===== config.mk =====
export PLATFORM = sky130hd
export DESIGN_NAME = vmem_ldst_flat
export DESIGN_NICKNAME = d
export VERILOG_FILES = /design/src/rtl/vmem_ldst_if.sv /design/src/rtl/vmem_ldst.sv /design/src/flat_wrapper.sv
export SDC_FILE = /design/constraint.sdc
export NUM_CORES = 1
export LEC_CHECK = 0
export ABC_AREA = 1
export CAP_MARGIN = 20
export CORE_MARGIN = 4
export CORE_UTILIZATION = 45
export CTS_CLUSTER_SIZE = 24
export DETAILED_ROUTE_END_ITERATION = 16
export PLACE_DENSITY = 0.8
export RECOVER_POWER = 25
export SLEW_MARGIN = 0
export SYNTH_ARGS = -nofsm -noshare
export SYNTH_HDL_FRONTEND = slang
export SYNTH_SLANG_ARGS = --single-unit

===== constraint.sdc =====
create_clock -name clock -period 5.4 [get_ports clock]
set_clock_uncertainty 0.2 [all_clocks]
set_input_delay 0.54 -clock clock [delete_from_list [all_inputs] [get_ports clock]]
set_output_delay 0.54 -clock clock [all_outputs]
set_load 0.02 [all_outputs]

===== src/rtl/vmem_ldst_if.sv =====
`default_nettype none
// ============================================================================
// Module      : vmem_ldst_if
// Description : Bundle of the command handshake, data-memory port and VRF
//               read/write ports used by the vector load/store sequencer.
//               The sequencer binds to the slave modport; the environment
//               (control FSM, memory, VRF) binds to the master modport.
// Revision    : 1.0 - initial release
// ----------------------------------------------------------------------------
// Signals (direction as seen by the sequencer / slave):
//   start, op, vreg, base   in   command strobe, 0=load 1=store, reg, lane-0 addr
//   busy, done              out  command in flight, one-cycle completion pulse
//   mem_addr, mem_wdata     out  data-memory address and store byte
//   mem_we                  out  data-memory write enable
//   mem_rdata               in   synchronous-read byte (valid cycle after addr)
//   vreg_sel                out  VRF read select
//   vdata_in                in   VRF asynchronous read data
//   vregw, vdataw, VRFWrite out  VRF write select, data and enable
// ============================================================================
interface vmem_ldst_if #(
    parameter int ADDR_W = 8
);
    logic              start;
    logic              op;
    logic [1:0]        vreg;
    logic [ADDR_W-1:0] base;
    logic              busy;
    logic              done;
    logic [ADDR_W-1:0] mem_addr;
    logic [7:0]        mem_wdata;
    logic              mem_we;
    logic [7:0]        mem_rdata;
    logic [1:0]        vreg_sel;
    logic [31:0]       vdata_in;
    logic [1:0]        vregw;
    logic [31:0]       vdataw;
    logic              VRFWrite;

    modport slave (
        input  start, op, vreg, base, mem_rdata, vdata_in,
        output busy, done, mem_addr, mem_wdata, mem_we,
               vreg_sel, vregw, vdataw, VRFWrite
    );

    modport master (
        output start, op, vreg, base, mem_rdata, vdata_in,
        input  busy, done, mem_addr, mem_wdata, mem_we,
               vreg_sel, vregw, vdataw, VRFWrite
    );
endinterface
`default_nettype wire


===== src/rtl/vmem_ldst.sv =====
`default_nettype none
// ============================================================================
// Module      : vmem_ldst
// Description : Vector load/store sequencer. Moves a 32-bit vector between one
//               VRF register and four consecutive bytes of the 8-bit data
//               memory (lane k at base+k, little-endian, address wraps).
//               A load fetches four bytes and writes the packed word into the
//               VRF; a store snapshots the register at acceptance and writes
//               its four lanes to memory.
// Revision    : 1.0 - initial release
// ----------------------------------------------------------------------------
// Ports:
//   clock   in   all state updates on the rising edge
//   reset   in   synchronous, active-high
//   bus     slave modport of vmem_ldst_if (command, memory and VRF ports)
// Configuration macro:
//   VMEM_STORE_EN  defined   : loads and stores
//                  undefined : loads only; store commands are ignored,
//                              mem_we/mem_wdata/vreg_sel tied to 0
// ============================================================================
module vmem_ldst #(
    parameter int ADDR_W = 8
) (
    input wire        clock,
    input wire        reset,
    vmem_ldst_if.slave bus
);

`ifdef VMEM_STORE_EN
    typedef enum logic [2:0] {
        S_IDLE  = 3'd0,
        S_LOAD  = 3'd1,
        S_LCAP  = 3'd2,
        S_LWB   = 3'd3,
        S_STORE = 3'd4,
        S_SDONE = 3'd5
    } state_t;
`else
    typedef enum logic [1:0] {
        S_IDLE  = 2'd0,
        S_LOAD  = 2'd1,
        S_LCAP  = 2'd2,
        S_LWB   = 2'd3
    } state_t;
`endif

    state_t            state_q;
    logic [1:0]        k_q;
    logic [1:0]        vreg_q;
    logic [ADDR_W-1:0] base_q;
    logic [23:0]       lbuf_q;      // lanes 0..2 of a load; lane 3 goes straight to vdataw
    logic              busy_q;
    logic              done_q;
    logic [ADDR_W-1:0] mem_addr_q;
    logic [1:0]        vregw_q;
    logic [31:0]       vdataw_q;
    logic              vrfwrite_q;

    // Next lane index and its address; outputs are registered, so every
    // cycle presents the values computed for the following lane.
    logic [1:0]        k_d;
    logic [ADDR_W-1:0] addr_d;

    assign k_d    = k_q + 2'd1;
    assign addr_d = base_q + ADDR_W'(k_d);

`ifdef VMEM_STORE_EN
    logic [31:0]       sbuf_q;
    logic [7:0]        mem_wdata_q;
    logic              mem_we_q;
`endif

    always_ff @(posedge clock) begin
        if (reset) begin
            state_q    <= S_IDLE;
            k_q        <= 2'd0;
            vreg_q     <= 2'd0;
            base_q     <= '0;
            lbuf_q     <= 24'd0;
            busy_q     <= 1'b0;
            done_q     <= 1'b0;
            mem_addr_q <= '0;
            vregw_q    <= 2'd0;
            vdataw_q   <= 32'd0;
            vrfwrite_q <= 1'b0;
`ifdef VMEM_STORE_EN
            sbuf_q      <= 32'd0;
            mem_wdata_q <= 8'd0;
            mem_we_q    <= 1'b0;
`endif
        end else begin
            // Undriven outputs return to zero; pulses last one cycle.
            done_q     <= 1'b0;
            mem_addr_q <= '0;
            vregw_q    <= 2'd0;
            vdataw_q   <= 32'd0;
            vrfwrite_q <= 1'b0;
`ifdef VMEM_STORE_EN
            mem_wdata_q <= 8'd0;
            mem_we_q    <= 1'b0;
`endif
            case (state_q)
                S_IDLE: begin
                    if (bus.start && !bus.op) begin
                        vreg_q     <= bus.vreg;
                        base_q     <= bus.base;
                        k_q        <= 2'd0;
                        busy_q     <= 1'b1;
                        mem_addr_q <= bus.base;
                        state_q    <= S_LOAD;
                    end
`ifdef VMEM_STORE_EN
                    else if (bus.start && bus.op) begin
                        vreg_q      <= bus.vreg;
                        base_q      <= bus.base;
                        k_q         <= 2'd0;
                        busy_q      <= 1'b1;
                        // Snapshot taken at the acceptance edge, so a VRF
                        // write landing on that same edge is not seen.
                        sbuf_q      <= bus.vdata_in;
                        mem_we_q    <= 1'b1;
                        mem_addr_q  <= bus.base;
                        mem_wdata_q <= bus.vdata_in[7:0];
                        state_q     <= S_STORE;
                    end
`endif
                end

                S_LOAD: begin
                    // Byte for the address presented last cycle arrives now.
                    case (k_q)
                        2'd1:    lbuf_q[7:0]   <= bus.mem_rdata;
                        2'd2:    lbuf_q[15:8]  <= bus.mem_rdata;
                        2'd3:    lbuf_q[23:16] <= bus.mem_rdata;
                        default: ;
                    endcase
                    if (k_q == 2'd3) begin
                        state_q <= S_LCAP;
                    end else begin
                        k_q        <= k_d;
                        mem_addr_q <= addr_d;
                    end
                end

                S_LCAP: begin
                    vdataw_q   <= {bus.mem_rdata, lbuf_q};
                    vregw_q    <= vreg_q;
                    vrfwrite_q <= 1'b1;
                    done_q     <= 1'b1;
                    state_q    <= S_LWB;
                end

                S_LWB: begin
                    busy_q  <= 1'b0;
                    state_q <= S_IDLE;
                end

`ifdef VMEM_STORE_EN
                S_STORE: begin
                    if (k_q == 2'd3) begin
                        done_q  <= 1'b1;
                        state_q <= S_SDONE;
                    end else begin
                        k_q         <= k_d;
                        mem_we_q    <= 1'b1;
                        mem_addr_q  <= addr_d;
                        mem_wdata_q <= sbuf_q[{k_d, 3'b000} +: 8];
                    end
                end

                S_SDONE: begin
                    busy_q  <= 1'b0;
                    state_q <= S_IDLE;
                end
`endif

                default: begin
                    busy_q  <= 1'b0;
                    state_q <= S_IDLE;
                end
            endcase
        end
    end

    assign bus.busy     = busy_q;
    assign bus.done     = done_q;
    assign bus.mem_addr = mem_addr_q;
    assign bus.vregw    = vregw_q;
    assign bus.vdataw   = vdataw_q;
    assign bus.VRFWrite = vrfwrite_q;

`ifdef VMEM_STORE_EN
    assign bus.mem_we    = mem_we_q;
    assign bus.mem_wdata = mem_wdata_q;
    // Idle: follow the command so the snapshot sees the requested register.
    assign bus.vreg_sel  = (state_q == S_IDLE) ? bus.vreg : vreg_q;
`else
    assign bus.mem_we    = 1'b0;
    assign bus.mem_wdata = 8'd0;
    assign bus.vreg_sel  = 2'd0;

    // VRF read data has no consumer in a load-only build.
    logic w_unused_vdata;
    assign w_unused_vdata = ^bus.vdata_in;
`endif

endmodule
`default_nettype wire


===== src/flat_wrapper.sv =====
// flat-port wrapper written by rule: the top's interface ports become plain ports
module vmem_ldst_flat 
#(
    parameter int ADDR_W = 8
)
  (clock, reset, bus_start, bus_op, bus_vreg, bus_base, bus_mem_rdata, bus_vdata_in, bus_busy, bus_done, bus_mem_addr, bus_mem_wdata, bus_mem_we, bus_vreg_sel, bus_vregw, bus_vdataw, bus_VRFWrite);
  vmem_ldst_if #(.ADDR_W(ADDR_W)) bus_i ();
  input wire clock;
  input wire reset;
  input wire logic [$bits(bus_i.start)-1:0] bus_start;
  input wire logic [$bits(bus_i.op)-1:0] bus_op;
  input wire logic [$bits(bus_i.vreg)-1:0] bus_vreg;
  input wire logic [$bits(bus_i.base)-1:0] bus_base;
  input wire logic [$bits(bus_i.mem_rdata)-1:0] bus_mem_rdata;
  input wire logic [$bits(bus_i.vdata_in)-1:0] bus_vdata_in;
  output wire logic [$bits(bus_i.busy)-1:0] bus_busy;
  output wire logic [$bits(bus_i.done)-1:0] bus_done;
  output wire logic [$bits(bus_i.mem_addr)-1:0] bus_mem_addr;
  output wire logic [$bits(bus_i.mem_wdata)-1:0] bus_mem_wdata;
  output wire logic [$bits(bus_i.mem_we)-1:0] bus_mem_we;
  output wire logic [$bits(bus_i.vreg_sel)-1:0] bus_vreg_sel;
  output wire logic [$bits(bus_i.vregw)-1:0] bus_vregw;
  output wire logic [$bits(bus_i.vdataw)-1:0] bus_vdataw;
  output wire logic [$bits(bus_i.VRFWrite)-1:0] bus_VRFWrite;
  assign bus_i.start = bus_start;
  assign bus_i.op = bus_op;
  assign bus_i.vreg = bus_vreg;
  assign bus_i.base = bus_base;
  assign bus_i.mem_rdata = bus_mem_rdata;
  assign bus_i.vdata_in = bus_vdata_in;
  assign bus_busy = bus_i.busy;
  assign bus_done = bus_i.done;
  assign bus_mem_addr = bus_i.mem_addr;
  assign bus_mem_wdata = bus_i.mem_wdata;
  assign bus_mem_we = bus_i.mem_we;
  assign bus_vreg_sel = bus_i.vreg_sel;
  assign bus_vregw = bus_i.vregw;
  assign bus_vdataw = bus_i.vdataw;
  assign bus_VRFWrite = bus_i.VRFWrite;
  vmem_ldst #(.ADDR_W(ADDR_W)) u_core (.clock(clock), .reset(reset), .bus(bus_i));
endmodule

==> impl_metrics.env, run 1 <==
export IMPL_clock_tree_root_cell="clkbuf_8"
export IMPL_finalCriticalPeriod_ns=2.36
export IMPL_area_growth_pct=29.4
export IMPL_worstPathMaxFanout=30
export IMPL_synth_simple_area_share_pct=13.5
export IMPL_ys_top_cells_by_area="dfxtp_1 56%, a21oi_1 7.9%, inv_1 6.4%"
export IMPL_avgViaCountPerCell=4.70
export IMPL_synth_fa_ha_area_share_pct=4.54
export IMPL_status="completed"
export IMPL_route_detailed_drc=0
export IMPL_final_setup_viol_count=0
export IMPL_dieArea_um2=7840
export IMPL_syn_avg_cell_area_um2=8.51
export IMPL_cts_sinks=82
export IMPL_tritoncts="built"
export IMPL_fin_nets=470
export IMPL_clk_pin_slew_ns=0.08
export IMPL_p_total_uw=1520
export IMPL_ys_seq_area_share_pct=56.2
export IMPL_synth_edf_count=0
export IMPL_drt_iter0_markers=81
export IMPL_grt_pass1_vias=2200
export IMPL_leakagePower_uw=0.00155
export IMPL_synthArstFlopShare_pct=0
export IMPL_switching_share_pct=30.9
export IMPL_drive_gt1_share_pct=4.88
export IMPL_cp_end_kind="register"
export IMPL_powerDensity_nw_per_um2=404
export IMPL_power_frac_clock_pct=31.1
export IMPL_fp_coreArea_um2=6310
export IMPL_antenna_found_initial=0
export IMPL_clockBufferDepth=2
export IMPL_pin_count=110
export IMPL_cts_resized=0
export IMPL_dpl_hpwl_um=4070
export IMPL_yosys_area_top_type_share_pct=56.2
export IMPL_antenna_cells=0
export IMPL_firstDrtPassIters=4
export IMPL_maxCapViolCount=0
export IMPL_synth_largest_area_cell="dfxtp_1"
export IMPL_yosysWarnings=0
export IMPL_port_buffers=66
export IMPL_wl_um=5780
export IMPL_crit_type="in -> reg"
export IMPL_cts_buffers=9
export IMPL_required_ns=5.42
export IMPL_grt_ovfl_total=0
export IMPL_vias=2291
export IMPL_fin_area_um2=3780
export IMPL_dp_cells=472
export IMPL_slew_viol_final=0
export IMPL_syn_instance_count=343
export IMPL_synth_area_mux_share_pct=0
export IMPL_totalNegativeSetupSlack_ns=0
export IMPL_syn_cell_area_um2=2920
export IMPL_grt_pass1_wl_um=9680
export IMPL_grt_max_degree=35
export IMPL_wl_per_cell_um=11.9
export IMPL_slew_headroom_pct=53.4
export IMPL_rows=29
export IMPL_max_vdd_ir_drop_mv=0.192
export IMPL_start_util_pct=46.2
export IMPL_cts_max_level=3
export IMPL_die_h_um=88.5
export IMPL_critPathArrivalTime_ns=2.38
export IMPL_globalplace_congestion=0.774
export IMPL_ant_nets=0
export IMPL_clock_latency_ns=0.34
export IMPL_place_area_um2=3560
export IMPL_synth_top_family_by_area="simple AND/OR/NAND/NOR gates"
export IMPL_post_route_period_util_pct=43.6
export IMPL_p_seq_share_pct=45.5
export IMPL_fin_cells=487
export IMPL_hold_viol_final=0
export IMPL_comb_power_share_pct=23.4
export IMPL_holdCritPathClass="reg -> reg"
export IMPL_grt_usage_pct=16.1
export IMPL_synth_compound_area_share_pct=13.5
export IMPL_synthFlopType="dfxtp_1"
export IMPL_rsz0062_at_grt="no"
export IMPL_post_cts_buffers=0
export IMPL_synth_xor_area_share_pct=0
export IMPL_crit_path_start_kind="primary input"
export IMPL_ys_types=23
export IMPL_max_freq_mhz=424
export IMPL_p_sw_uw=472
export IMPL_holdBufCountCts=0
export IMPL_intPower_uw=1050
export IMPL_synth_seq_cells=82
export IMPL_whs_ns=0.234
export IMPL_tightest_slew_ns=0.698
export IMPL_dieWidth_um=88.5
==> area by class of cell <==
class	count	area, µm²
Clock buffer	9	124
Clock inverter	6	91.3
Fill cell	573	2540
Inverter	54	203
Multi-Input combinational cell	193	961
Sequential cell	82	1640
Tap cell	77	96.3
Timing Repair Buffer	66	661
==> cell usage after synthesis (2+ instances only) <==
library cell / n
nor2_1: 42
dfxtp_1: 82
ha_1: 9
or2_0: 2
buf_2: 9
o21ai_0: 29
nand2_1: 36
inv_2: 3
nand3_1: 10
o21ai_1: 2
buf_4: 13
inv_1: 50
a21oi_1: 46
==> metal layers <==
| metal | track usage [%] | wire length, µm |
|---|---|---|
| met1 | 18.7 | 2420 |
| met5 | 0 | 0 |
| met3 | 5.77 | 473 |
| met2 | 27.0 | 2750 |
| met4 | 6.32 | 130 |
==> critical path, cell delays in order <==
cell and delay (ns):
dlygate4sd3_1 0.97, inv_1 0.54, o21ai_0 0.25, a21oi_1 0.06
==> logic make-up after synthesis <==
family,after synthesis
buffers and inverters,78
other,1
AO/OA/AOI/OAI,78
adder cells (fa/ha/maj),10
AND/OR/NAND/NOR,94
flip-flops,82
==> cell usage in the layout, fill, tap and decap left out, types with 10 or more instances in the layout <==
master	instances
inv_1	50
nand2_1	36
o21ai_0	29
nor2_1	42
conb_1	11
clkdlybuf4s50_1	36
a21oi_1	46
dlygate4sd3_1	30
dfxtp_1	82
nand3_1	10
==> sequential cells by signal, summed over array words and instances (netlist names) <==
name and count:
u_core.bus.vregw 2, u_core.vreg_q 2, u_core.bus.mem_addr 8, u_core.bus.busy 1, u_core.k_q 2, u_core.base_q 8
u_core.state_q 2, u_core.lbuf_q 24, u_core.bus.done 1, u_core.bus.vdataw 32
==> power by group through the flow <==
stage / logic (µW) / registers [µW] / clock network, µW
2_1_floorplan: 237 / 728 / 0
3_3_place_gp: 347 / 705 / 0
3_5_place_dp: 360 / 709 / 0
4_1_cts: 366 / 695 / 485
5_1_grt: 409 / 702 / 516
6_report: 356 / 694 / 474
==> path summary, 6_finish.rpt <==
check | start | to | slack [ns] | depth (start not counted)
max | reset | u_core.lbuf_q[18] | 3.04 | 4
min | u_core.lbuf_q[14] | u_core.bus.vdataw[14] | 0.23 | 2
max reg2reg | u_core.k_q[0] | u_core.bus.mem_addr[6] | 3.20 | 9
min reg2reg | u_core.lbuf_q[14] | u_core.bus.vdataw[14] | 0.23 | 2
==> stage by stage <==
stage / util, % / worst slack [ns]
final: 59.8 / 3.04
after global routing: 59.8 / 2.81
after CTS: 59.8 / 3.05
after detailed placement: 56.4 / 2.69
after global placement: 56.4 / 2.71
after floorplan: - / 3.44
Power figures use the tool's default switching activity.
==> inputs of run 2 (changes only) <==
Settings changed: CORE_UTILIZATION 45 to 39, PLACE_DENSITY 0.8 to 0.74.
Clock period 5.4 ns to 2.1 ns, I/O delays scaled along.
==> impl_metrics.env, run 2 (same netlist as run 1, synthesis figures left out) <==
export IMPL_status="completed"
export IMPL_rsz0062_at_grt="no"
export IMPL_fin_nets=474
export IMPL_vias=2280
export IMPL_leakagePower_uw=0.00152
export IMPL_hold_viol_final=0
export IMPL_antenna_found_initial=0
export IMPL_area_growth_pct=31.5
export IMPL_reg2reg_slack_ns=0.18
export IMPL_tritoncts="built"
export IMPL_cts_buffers=9
export IMPL_dieWidth_um=94.5
export IMPL_critPathArrivalTime_ns=2.01
export IMPL_avgViaCountPerCell=4.44
export IMPL_max_vdd_ir_drop_mv=0.431
export IMPL_wl_um=5770
export IMPL_min_from="u_core.lbuf_q[21]"
export IMPL_die_h_um=94.5
export IMPL_cp_end_kind="register"
export IMPL_r2r_end="u_core.bus.mem_addr[6]"
export IMPL_largest_register_ff_count=32
export IMPL_post_cts_buffers=0
export IMPL_min_path_cells=2
export IMPL_ant_nets=0
export IMPL_port_buffers=66
export IMPL_start_util_pct=40.2
export IMPL_totalNegativeSetupSlack_ns=0
export IMPL_grt_pass1_vias=2218
export IMPL_grt_max_degree=35
export IMPL_path_cells="ha_4 -> fa_1 -> inv_1 -> nand2_1 -> nor2_2 -> nand2_1 -> nand2_1 -> nand3_1 -> a21oi_2"
export IMPL_clock_latency_ns=0.34
export IMPL_drt_iter0_markers=61
export IMPL_firstDrtPassIters=4
export IMPL_crit_type="reg -> reg"
export IMPL_critPathMostFrequentCell="nand2_1"
export IMPL_clk_pin_slew_ns=0.08
export IMPL_tightest_slew_ns=0.717
export IMPL_grt_ovfl_total=0
export IMPL_max_freq_mhz=521
export IMPL_required_ns=2.19
export IMPL_cp_slowest_cell="dfxtp_1"
export IMPL_grt_pass1_wl_um=9760
export IMPL_fp_coreArea_um2=7250
export IMPL_final_core_util_pct=52.9
export IMPL_clockBufferDepth=2
export IMPL_crit_path_start_kind="register"
export IMPL_dieArea_um2=8930
export IMPL_seq_area_um2=1640
export IMPL_drive_gt1_share_pct=6.51
export IMPL_slew_viol_final=0
export IMPL_multiInputGateArea_um2=977
export IMPL_r2r_cells=9
export IMPL_holdBufCountCts=0
export IMPL_worstPathMaxFanout=3
export IMPL_dpl_hpwl_um=4140
export IMPL_globalplace_congestion=0.763
export IMPL_holdCritPathClass="reg -> reg"
export IMPL_slowest_delay_ns=0.41
export IMPL_rows=31
export IMPL_rr_startpoint="u_core.k_q[1]"
export IMPL_post_place_ws_ns=0.0499
export IMPL_min_to="u_core.bus.vdataw[21]"
export IMPL_slew_headroom_pct=52.2
export IMPL_maxCapViolCount=0
export IMPL_route_detailed_drc=0
export IMPL_antenna_cells=0
export IMPL_cts_sinks=82
export IMPL_wl_per_cell_um=11.2
export IMPL_finalCriticalPeriod_ns=1.92
export IMPL_powerDensity_nw_per_um2=1020
export IMPL_final_common_cell="dfxtp_1"
export IMPL_n_fill_cell=670
export IMPL_cts_resized=0
export IMPL_grt_usage_pct=14.2
export IMPL_worst_slack_ns=0.180
export IMPL_layout_cells_most_common_list="81 x dfxtp_1, 50 x clkdlybuf4s50_1, 49 x inv_1, 45 x a21oi_1, 42 x nor2_1"
export IMPL_final_setup_viol_count=0
export IMPL_post_route_period_util_pct=91.4
export IMPL_pin_count=110
export IMPL_cts_max_level=3
export IMPL_clock_tree_root_cell="clkbuf_8"
## run 2: cell types whose count changed in the layout (fill, tap and decap cells not counted), sizes merged
| cell | before | now |
|---|---|---|
| buf | 0 | 2 |
| clkdlybuf4s50 | 36 | 50 |
| clkinvlp | 3 | 2 |
| dlygate4sd3 | 30 | 16 |
| inv | 54 | 56 |
| bufinv | 2 | 1 |
| clkbuf | 9 | 12 |
## run 2: per-stage QoR
stage               power, µW  instance area, µm²  cells  hold WS (ns)
finish                   3920                3840    514         0.233
global route             4220                3840    514         0.243
CTS                      3960                3830    514         0.217
detailed placement       2780                3620    498         0.222
global placement         2740                3620    498         0.222
floorplan                2480                2960    353         0.122
## run 2: critical path, delay by kind of cell, from the launching register on
kind                       cells  cell delay [ns]
DFF                            1             0.41
buffers and inverters          1             0.08
adders and majority gates      2             0.62
and+or+nand+nor                5             0.45
AOI/OAI and AO/OA              1             0.12
## run 2: report_power, final
group,internal [µW],switching (µW)
sequential,1710,75.7
clock,594,570
combinational,372,601
## run 2: worst max path at each step
stage             startpoint                     end  depth (start not counted)
2_1_floorplan  u_core.k_q[0]  u_core.bus.mem_addr[6]                          9
3_3_place_gp   u_core.k_q[0]  u_core.bus.mem_addr[6]                         10
3_5_place_dp   u_core.k_q[0]  u_core.bus.mem_addr[6]                         10
4_1_cts        u_core.k_q[0]  u_core.bus.mem_addr[6]                         10
5_1_grt        u_core.k_q[0]  u_core.bus.mem_addr[6]                         10
6_report       u_core.k_q[1]  u_core.bus.mem_addr[6]                          9
## run 2: layout make-up
| type | count | share of cell area (%) |
|---|---|---|
| clock buffer | 10 | 3.59 |
| clock inverter | 6 | 1.86 |
| inverter | 54 | 5.28 |
| multi-input combinational | 193 | 25.5 |
| sequential | 82 | 42.8 |
| tap | 99 | 3.23 |
| timing repair buffer | 70 | 17.8 |
## run 2: per-layer routing
metal | wire length [µm] | up-vias | global-route usage, %
li1 | - | 1185 | -
met1 | 2570 | 1021 | 16.4
met2 | 2700 | 67 | 23.9
met3 | 435 | 7 | 5.42
met4 | 77 | 0 | 5.29
met5 | 0 | - | 0
